==> config.mk <==
export PLATFORM = sky130hd
export DESIGN_NAME = uart_tx_param
export DESIGN_NICKNAME = d
export VERILOG_FILES = /design/src/rtl/uart_tx_param.sv
export SDC_FILE = /design/constraint.sdc
export NUM_CORES = 1
export LEC_CHECK = 0
export ABC_AREA = 1
export BUFFER_PORTS_ARGS = -buffer_cell sky130_fd_sc_hd__buf_2
export CAP_MARGIN = 20
export CORE_AREA = 2 2 80 82
export DETAILED_ROUTE_END_ITERATION = 7
export DIE_AREA = 0 0 82 84
export GPL_TIMING_DRIVEN = 0
export SLEW_MARGIN = 20
export SYNTH_ARGS = -nofsm -noshare
export SYNTH_HDL_FRONTEND = slang
export SYNTH_SLANG_ARGS = --single-unit
==> constraint.sdc <==
create_clock -name clk -period 1.7 [get_ports clk]
set_input_delay 0.085 -clock clk [delete_from_list [all_inputs] [get_ports clk]]
set_output_delay 0.085 -clock clk [all_outputs]
set_load 0.05 [all_outputs]
==> src/rtl/uart_tx_param.sv <==
// Parametrised UART transmitter. Frame: start, data LSB first, optional parity, stop bits.
// tx falls one cycle after the handshake. A full holding buffer drops in_ready and lets the next frame follow with no gap.
module uart_tx_param #(
    parameter int CLKS_PER_BIT = 5208,
    parameter int DATA_BITS    = 8,
    parameter int PARITY       = 0,
    parameter int STOP_BITS    = 1
) (
    input  logic                 clk,
    input  logic                 rst,
    input  logic [DATA_BITS-1:0] in_data,
    input  logic                 in_valid,
    output logic                 in_ready,
    output logic                 tx,
    output logic                 busy,
    output logic                 frame_done
);

    generate
        if (CLKS_PER_BIT < 2 || DATA_BITS < 5 || DATA_BITS > 9 ||
            PARITY < 0 || PARITY > 2 || STOP_BITS < 1 || STOP_BITS > 2) begin : g_bad_param
            $error("uart_tx_param: illegal parameter value");
        end
    endgenerate

    localparam int              CW        = (CLKS_PER_BIT > 1) ? $clog2(CLKS_PER_BIT) : 1;
    localparam logic [CW-1:0]   CNT_LAST  = CW'(CLKS_PER_BIT - 1);
    localparam logic [3:0]      DATA_LAST = 4'(DATA_BITS - 1);
    localparam logic [3:0]      STOP_LAST = 4'(STOP_BITS - 1);
    localparam logic            PAR_ODD   = (PARITY == 1);

    typedef enum logic [2:0] {
        S_IDLE,
        S_START,
        S_DATA,
        S_PARITY,
        S_STOP
    } state_t;

    state_t                 state_q, state_d;
    logic [CW-1:0]          cnt_q, cnt_d;
    logic [3:0]             bit_idx_q, bit_idx_d;
    logic [DATA_BITS-1:0]   shift_q, shift_d;
    logic                   par_q, par_d;
    logic [DATA_BITS-1:0]   buf_q, buf_d;
    logic                   buf_full_q, buf_full_d;
    logic                   drain;
    logic                   hs;
    logic                   bit_end;

    assign in_ready = ~buf_full_q;
    assign hs       = in_valid & ~buf_full_q;
    assign bit_end  = (cnt_q == CNT_LAST);

    always_comb begin
        state_d    = state_q;
        cnt_d      = cnt_q;
        bit_idx_d  = bit_idx_q;
        shift_d    = shift_q;
        par_d      = par_q;
        drain      = 1'b0;
        frame_done = 1'b0;

        if (state_q != S_IDLE) begin
            cnt_d = bit_end ? '0 : cnt_q + 1'b1;
        end

        case (state_q)
            S_IDLE: begin
                if (buf_full_q) begin
                    drain   = 1'b1;
                    state_d = S_START;
                    cnt_d   = '0;
                end
            end
            S_START: begin
                if (bit_end) begin
                    state_d   = S_DATA;
                    bit_idx_d = '0;
                end
            end
            S_DATA: begin
                if (bit_end) begin
                    shift_d = shift_q >> 1;
                    if (bit_idx_q == DATA_LAST) begin
                        bit_idx_d = '0;
                        state_d   = (PARITY != 0) ? S_PARITY : S_STOP;
                    end else begin
                        bit_idx_d = bit_idx_q + 1'b1;
                    end
                end
            end
            S_PARITY: begin
                if (bit_end) begin
                    state_d   = S_STOP;
                    bit_idx_d = '0;
                end
            end
            S_STOP: begin
                if (bit_end) begin
                    if (bit_idx_q == STOP_LAST) begin
                        frame_done = 1'b1;
                        bit_idx_d  = '0;
                        // A waiting word starts its start bit on the very next cycle.
                        if (buf_full_q) begin
                            drain   = 1'b1;
                            state_d = S_START;
                        end else begin
                            state_d = S_IDLE;
                        end
                    end else begin
                        bit_idx_d = bit_idx_q + 1'b1;
                    end
                end
            end
            default: state_d = S_IDLE;
        endcase

        if (drain) begin
            shift_d = buf_q;
            par_d   = (^buf_q) ^ PAR_ODD;
        end
    end

    always_comb begin
        buf_d      = hs ? in_data : buf_q;
        buf_full_d = (buf_full_q & ~drain) | hs;
    end

    always_comb begin
        busy = (state_q != S_IDLE);
        case (state_q)
            S_START:  tx = 1'b0;
            S_DATA:   tx = shift_q[0];
            S_PARITY: tx = par_q;
            default:  tx = 1'b1;
        endcase
    end

    always_ff @(posedge clk or posedge rst) begin
        if (rst) begin
            state_q    <= S_IDLE;
            cnt_q      <= '0;
            bit_idx_q  <= '0;
            shift_q    <= '0;
            par_q      <= 1'b0;
            buf_q      <= '0;
            buf_full_q <= 1'b0;
        end else begin
            state_q    <= state_d;
            cnt_q      <= cnt_d;
            bit_idx_q  <= bit_idx_d;
            shift_q    <= shift_d;
            par_q      <= par_d;
            buf_q      <= buf_d;
            buf_full_q <= buf_full_d;
        end
    end

endmodule

==> Word level (Yosys, flattened, before mapping) <==
Cells that the tools add are included.
{ "op_classes": {"add_sub_neg": 2, "multipliers": 0, "div_mod_pow": 0, "n_lt_le_gt_ge": 0, "eq_ne": 14, "n_shift": 0, "n_mux": 30, "bitwise": 5, "n_reduce_logical": 11} }
{ "ops": {"columns": ["operator", "n"], "rows": [
  ["13-bit 2-to-1 mux", 4],
  ["8-bit 2-to-1 mux", 3],
  ["3-bit 2-to-1 mux", 7],
  ["4-bit 2-to-1 mux", 5],
  ["3-bit one-hot mux with 5 select lines", 1],
  ["2-bit != test (second input constant)", 7],
  ["13-bit by 1-bit adder with 13-bit output (second input constant)", 1],
  ["13-bit equality test (second input constant)", 1],
  ["4-bit one-hot mux with 3 select lines", 1],
  ["8-bit XOR reduction", 1],
  ["1-bit 2-to-1 mux", 7],
  ["7-bit AND reduction", 1],
  ["3-bit by 2-bit equality test with 1-bit output (second input constant)", 2],
  ["3-bit nonzero test", 2],
  ["4-bit by 1-bit adder with 4-bit output (second input constant)", 1],
  ["4-bit by 3-bit equality test with 1-bit output (second input constant)", 1],
  ["4-bit logical NOT", 1],
  ["4-bit AND reduction", 1],
  ["2-bit nonzero test", 2],
  ["3-bit by 1-bit equality test with 1-bit output (second input constant)", 1],
  ["3-bit equality test (second input constant)", 1],
  ["3-bit logical NOT", 1],
  ["1-bit one-hot mux with 3 select lines", 1],
  ["1-bit bitwise AND", 2],
  ["6 further kinds", 7]
]} }
{ "word_totals": {"ff_bits": 38, "latch_bits": 0, "ram_bits": 0, "mem_bits_ro": 0, "inputBits": 11, "output_inout_bits": 4, "memories": 0} }

==> Longest topological paths before layout <==
Gate-level depths: netlist of run 1.
{ "logic_depth": {"word_depth": 7, "depth_mapped": 10, "depth_no_buf": 10} }

==> Worst setup path after synthesis of run 1 <==
OpenSTA, ideal clock, no wires.
{ "synth_path": {"kind": "reg2out", "start": "reg cnt_q[0]", "end": "out frame_done", "arrival_time_ps": 1659, "t_required_ps": 1615, "path_slack_ps": -44, "stages_incl_launch_ff": 8, "cell_sequence": "dfrtp_1 -> ha_1 -> nand2_1 -> inv_1 -> nand2_1 -> nor2_2 -> nand3_1 -> nor2_1"} }
{ "synth_via": {"elab_chain_len": 3} }
{ "synth_lines": {"columns": ["item", "line_no", "source"], "rows": [
  ["start, declared", "41", "logic [CW-1:0] cnt_q, cnt_d;"],
  ["start signal, assigned", "151", "cnt_q <= cnt_d;"],
  ["13-bit equality test", "53", "assign bit_end = (cnt_q == CNT_LAST);"],
  ["1-bit 2-to-1 mux", "100", "if (bit_end) begin"],
  ["1-bit 2-to-1 mux", "68", "case (state_q)"],
  ["end, declared", "16", "output logic frame_done"]
]} }
No other way between the ends.

==> Worst setup path in the final report of run 1 <==
Ends and elaborated chain as after synthesis.

==> results of run 1 <==
## per-layer routing
metal,wire (microns),GRT usage,part of all wire,vias up
met5,0,0,0,-
met4,50,0.0530,0.0087,0
met3,205,0.0411,0.035,6
met2,2930,0.291,0.51,46
met1,2590,0.230,0.45,1032
li1,-,-,-,1129
## per-stage QoR
stage                     hold slack [ps]  utilization
after detailed placement             34.5        0.414
final                                22.7        0.479
after global placement                321        0.411
after global routing                 11.5        0.479
after CTS                            6.98        0.450
after floorplan                       236            -
## cells in the mapped netlist (all sizes together) (2+ instances only)
| library cell | number |
|---|---|
| inv | 46 |
| o22ai | 5 |
| nor2 | 33 |
| nand3 | 36 |
| dfrtp | 38 |
| nor3 | 5 |
| o21ai | 15 |
| ha | 3 |
| nand4 | 17 |
| xnor2 | 3 |
| nand2 | 89 |
| o31ai | 2 |
| a21oi | 10 |
| buf | 3 |
| xor2 | 7 |
## registers in the layout, summed over array words and instances, names as in the netlist
signal / cells
buf_full_q: 1
par_q: 1
cnt_q: 13
buf_q: 8
shift_q: 8
state_q: 3
bit_idx_q: 4
## cell families after synthesis
family                   Yosys count  share of synthesized area
flip-flops                        38                      0.408
buffers and inverters             50                     0.0890
adder cells (fa/ha/maj)            3                     0.0161
multiplexers                       1                    0.00483
XOR/XNOR                          10                     0.0375
AND/OR/NAND/NOR                  180                      0.359
AO/OA/AOI/OAI                     35                     0.0863
## worst max-delay path by stage
stage | endpoint | slack, ps | depth (start not counted)
floorplan | frame_done | 170 | 7
global placement | cnt_q[12] | 20 | 10
detailed placement | cnt_q[12] | 3 | 10
CTS | frame_done | 10 | 7
global route | frame_done | -40 | 8
finish | frame_done | 40 | 8
## power breakdown
part	leakage [uW]	switching, uW	internal (uW)	total [uW]
Combinational	0.000869	221	150	371
Clock	0.0000579	341	432	773
Sequential	0.000444	46.1	969	1010
## cells in the final DEF (no fill, tap or decap), types with 3 or more instances in the layout
| master | instances |
|---|---|
| nand2_2 | 6 |
| inv_2 | 12 |
| dfrtp_1 | 37 |
| nand3_2 | 3 |
| clkbuf_8 | 5 |
| nand3_4 | 3 |
| buf_2 | 14 |
| a21oi_1 | 9 |
| nor2_1 | 22 |
| buf_6 | 3 |
| nand4_1 | 17 |
| o22ai_1 | 5 |
| inv_1 | 34 |
| xnor2_1 | 3 |
| nor3_1 | 5 |
| xor2_1 | 7 |
| o21ai_1 | 4 |
| buf_4 | 15 |
| nor2_4 | 8 |
| nand3_1 | 31 |
| nor2_2 | 3 |
| nand2_1 | 81 |
| o21ai_0 | 11 |
## worst register-to-register path: cells and delay by family, from the launching register on
family,cells,cell delay (ps)
buf+inv,3,320
fa+ha+maj,1,200
simple gates,6,600
flops,1,370
## area by class of cell
type / count / area [sq um] / area share
multi-input cells: 230 / 1260 / 0.433
flip-flops and latches: 38 / 952 / 0.326
repair buffers: 35 / 287 / 0.0981
inverters: 47 / 176 / 0.0604
well taps: 77 / 96.3 / 0.0330
clock buffers: 5 / 68.8 / 0.0236
clock inverters: 3 / 40.0 / 0.0137
plain buffers: 3 / 35.0 / 0.0120
## what timing repair did
item,4_1_cts,5_1_grt
setup endpoints to repair,3,16
gates cloned,0,2
hold buffers,1,0
pin swaps,4,17
hold endpoints to repair,25,0
buffers inserted,9,10
gates resized for setup,10,20
==> out/metrics.cfg, run 1 <==
[run_status]
status=completed

[timing]
finalCritPeriodShare=0.976
finalSetupTns_ps=0
slew_viol_final=0
worst_slew_pin_slew_ps=545
fmax_ghz=0.602
setup_ws_ps=40.1
finClkSkew_ps=8.72
hold_viol=0
rsz0062_at_grt=yes
finalSetupViolCount=0
max_slew_margin=0.635
fin_crit_ps=1660

[synthesis]
avgSynthCellArea_sq_um=7.36
synth_top_cell_by_area=dfrtp_1
synthTopCellsByArea=dfrtp_1, nand2_1, nand3_1, inv_1, nand4_1
ys_seq_area_frac=0.408
syn_nets=331
synth_cells=317
async_reset_ff_frac=1.00
yosysTopAreaCellShare=0.408
synth_edf_count=0
synth_area_sq_mm=0.00233
yosysWarnings=0
synth_ff_type=dfrtp_1
synth_cell_types=31
yosys_register_bits=38

[placed_design]
place_congestion=0.827
io_buffer_count=14
preCtsSetupSlack_ps=3.05
dp_cells=409
place_hpwl_microns=3960
placed_area_sq_mm=0.00252

[critical_path]
critPathSlowestCell=dfrtp_1
r2r-end=shift_q[6]
r2r_setup_slack_ps=100
setup.worst_path.start=cnt_q[0]
r2r_cells=10
reg2reg_from=cnt_q[0]
critPathMaxStageDelay_ps=370
crit_buf_inv=2
cp-end-kind=output port
critPathTopFamily=simple AND/OR/NAND/NOR gates
path_class=reg2out
critPathLaunchType=register
cp_max_fo=2
worstPathArrival_ps=1570
required_ps=1620
crit_path_cell_trace=ha_2 -> nand2_2 -> inv_2 -> nand2_2 -> nor2_4 -> nand3_4 -> nor2_4 -> buf_6

[job]
cap_violations=0

[grt]
grt_pass1_vias=2096
grt_pass1_wl_microns=9600
antenna_found_initial=0
grt.total_usage=0.178
grt_max_degree=29
grt-ovfl-total=0

[detailed_routing]
drt_iter0_drc=96
routed_wl_microns=5780
vias_per_cell=5.05
ant_nets=0
wl_per_cell_microns=13.2
vias=2213
route.detailed.drc=0
dr.pass1.iters=6

[worst_hold_path]
worstHoldPathCells=2
min_path_type=in2reg
hp-start=in_data[7]
min_to=buf_q[7]

[die]
rows=29
dieWidth_microns=82
die_y_microns=84
ios=15
initial_utilization=0.383
dieArea_sq_mm=0.00689
core_sq_mm=0.00610

[power_and_ir_drop]
p_leak_uw=0.00137
pwr_density_cell_mw_per_mm2=739
peakVddDrop_mv=0.517
p_total_uw=2160

[clock_tree]
cts_made_buffers=5
htree_levels=2
clk_latency_ps=290
cts_tree=yes
numClockSinks=38
clockBufferDepth=2
clk_pin_slew_ps=80
cts_root_buf=clkbuf_8

[cells_and_area]
stdcell_count=438
design_area_sq_mm=0.00292
layout-drive-gt1-share=0.241
area_growth_pct=25.1
antenna_cells=0
fill_cells=595
num-nets-final=374

(Power assumes the default switching activity.)
==> run 2: changes to the inputs <==
- CORE_AREA: 2 2 80 82 -> 2 2 66 68
- DIE_AREA: 0 0 82 84 -> 0 0 68 70
- PLACE_DENSITY_LB_ADDON: default -> 0.25
- TNS_END_PERCENT: default -> 50
==> out/metrics.cfg, run 2 (synthesis results as in run 1) <==
[clock_tree]
cts_tree=yes
clk_pin_slew_ps=80  ; about the same
numClockSinks=38  ; unchanged
clockBufferDepth=2  ; unchanged
cts_made_buffers=5  ; unchanged
clk_latency_ps=300  ; about the same
cts_root_buf=clkbuf_8
htree_levels=2  ; unchanged

[cells_and_area]
fill_cells=364  ; -39%
multi_input_area_sq_mm=0.00123  ; -3.0%
area_growth_pct=17.7
largest-register=cnt_q
top_regs=cnt_q: 13 flops, buf_q: 8 flops, shift_q: 8 flops
largest_reg_flops=13  ; unchanged
stdcell_count=406  ; -7.3%
final_common_cell=nand2_1
ff_latch_area_sq_um=951  ; -0.13%
layout-drive-gt1-share=0.212  ; -0.0291
num-nets-final=368  ; -1.6%
antenna_cells=0  ; unchanged
final_cell_mix=nand2_1, dfrtp_1, inv_1

[power_and_ir_drop]
pwr_density_cell_mw_per_mm2=732  ; -0.97%
p_total_uw=2010  ; -6.9%
p_leak_uw=0.00129  ; -5.6%
peakVddDrop_mv=0.624  ; +21%

[critical_path]
cp-end-kind=output port
worstPathArrival_ps=1580  ; about the same
cp_max_fo=5  ; +3
critPathLaunchType=register
path_class=reg2out
r2r_cells=10  ; unchanged
required_ps=1620  ; about the same
r2r_setup_slack_ps=110  ; about the same

[placed_design]
dp_cells=384  ; -6.1%
place_congestion=0.875  ; +5.8%
io_buffer_count=14  ; unchanged
place_hpwl_microns=3780  ; -4.6%

[detailed_routing]
vias=2182  ; -1.4%
ant_nets=0  ; unchanged
vias_per_cell=5.37  ; +6.4%
routed_wl_microns=5470  ; -5.3%
dr.pass1.iters=4  ; -2
wl_per_cell_microns=13.5  ; +2.2%
drt_iter0_drc=147  ; +53%
route.detailed.drc=0  ; unchanged

[die]
initial_utilization=0.563  ; +0.180
dieWidth_microns=68  ; -17%
die_y_microns=70  ; -17%
ios=15  ; unchanged
rows=24  ; -17%
dieArea_sq_mm=0.00476  ; -31%
core_sq_mm=0.00414  ; -32%

[grt]
grt_pass1_vias=2127  ; +1.5%
grt_max_degree=27  ; -6.9%
antenna_found_initial=0  ; unchanged
grt_pass1_wl_microns=9040  ; -5.9%
grt.total_usage=0.246  ; +0.0680
grt-ovfl-total=0  ; unchanged

[worst_hold_path]
worstHoldPathCells=2  ; unchanged
min_path_type=in2reg

[timing]
max_slew_margin=0.718  ; +0.0822
worst_slew_pin_slew_ps=422  ; -123 ps
fmax_ghz=0.599  ; -0.50%
finClkSkew_ps=5.43  ; -3.29 ps
finalCritPeriodShare=0.981  ; +0.00493
finalSetupTns_ps=0  ; unchanged
rsz0062_at_grt=yes
slew_viol_final=0  ; unchanged
hold_viol=0  ; unchanged
fin_crit_ps=1670  ; +8.38 ps
finalSetupViolCount=0  ; unchanged

[run_status]
status=completed

[job]
cap_violations=0  ; unchanged

[run 2: changes by cell type in the layout (fill, tap and decap cells not counted), sizes merged]
cell    change
bufinv      -1
clkbuf      -1
buf         -5
[run 2: layer usage]
layer | up-vias | global-route usage | share of wire
met5 | - | 0 | 0
met4 | 0 | 0.0756 | 0.014
met3 | 7 | 0.0290 | 0.026
met2 | 37 | 0.431 | 0.51
met1 | 1028 | 0.308 | 0.45
li1 | 1110 | - | -
[run 2: where the power goes]
group / switching, uW / internal (uW)
clock: 337 / 276
combinational: 231 / 150
sequential: 48.7 / 969
[run 2: cell type report]
class                           count  share of cell area
Multi-Input combinational cell    230               0.447
Clock buffer                        5              0.0251
Clock inverter                      2             0.00364
Buffer                              3              0.0114
Timing Repair Buffer               29              0.0788
Inverter                           47              0.0642
Sequential cell                    38               0.346
Tap cell                           52              0.0237
[run 2: worst max-delay path, cell delays in order (launching register included)]
cell and delay [ps]:
dfrtp_1 430, inv_1 80, ha_1 170, nand3_2 140, inv_2 100, nand3_2 90
nor2_2 120, buf_6 170
[run 2: metrics by stage]
step | instance area, sq um | util | setup slack [ps] | hold WS [ps]
global route | 2750 | 0.663 | -63.1 | 19.4
finish | 2750 | 0.663 | 31.8 | 22.2
detailed placement | 2490 | 0.601 | -1.40 | 50.0
CTS | 2640 | 0.637 | 3.53 | 26.0
floorplan | 2340 | - | -30.9 | 236
global placement | 2470 | 0.596 | 42.5 | 321
[run 2: path summary, 6_finish.rpt]
| check | from | endpoint |
|---|---|---|
| setup / recovery | bit_idx_q[1] | frame_done |
| hold / removal | in_data[7] | buf_q[7] |
| setup reg to reg | cnt_q[0] | shift_q[7] |
| hold reg to reg | par_q | par_q |
| max in group asynchronous | rst | cnt_q[6] |
| min in group asynchronous | rst | buf_q[1] |
[run 2: timing repair]
item                                   4_1_cts  5_1_grt
buffers inserted                             6        6
setup endpoints to repair                    2       13
resized for setup                            6       11
hold buffers                                 1        0
gates cloned                                 0        2
pin swaps                                    4        7
endpoints found under the hold margin       12        0
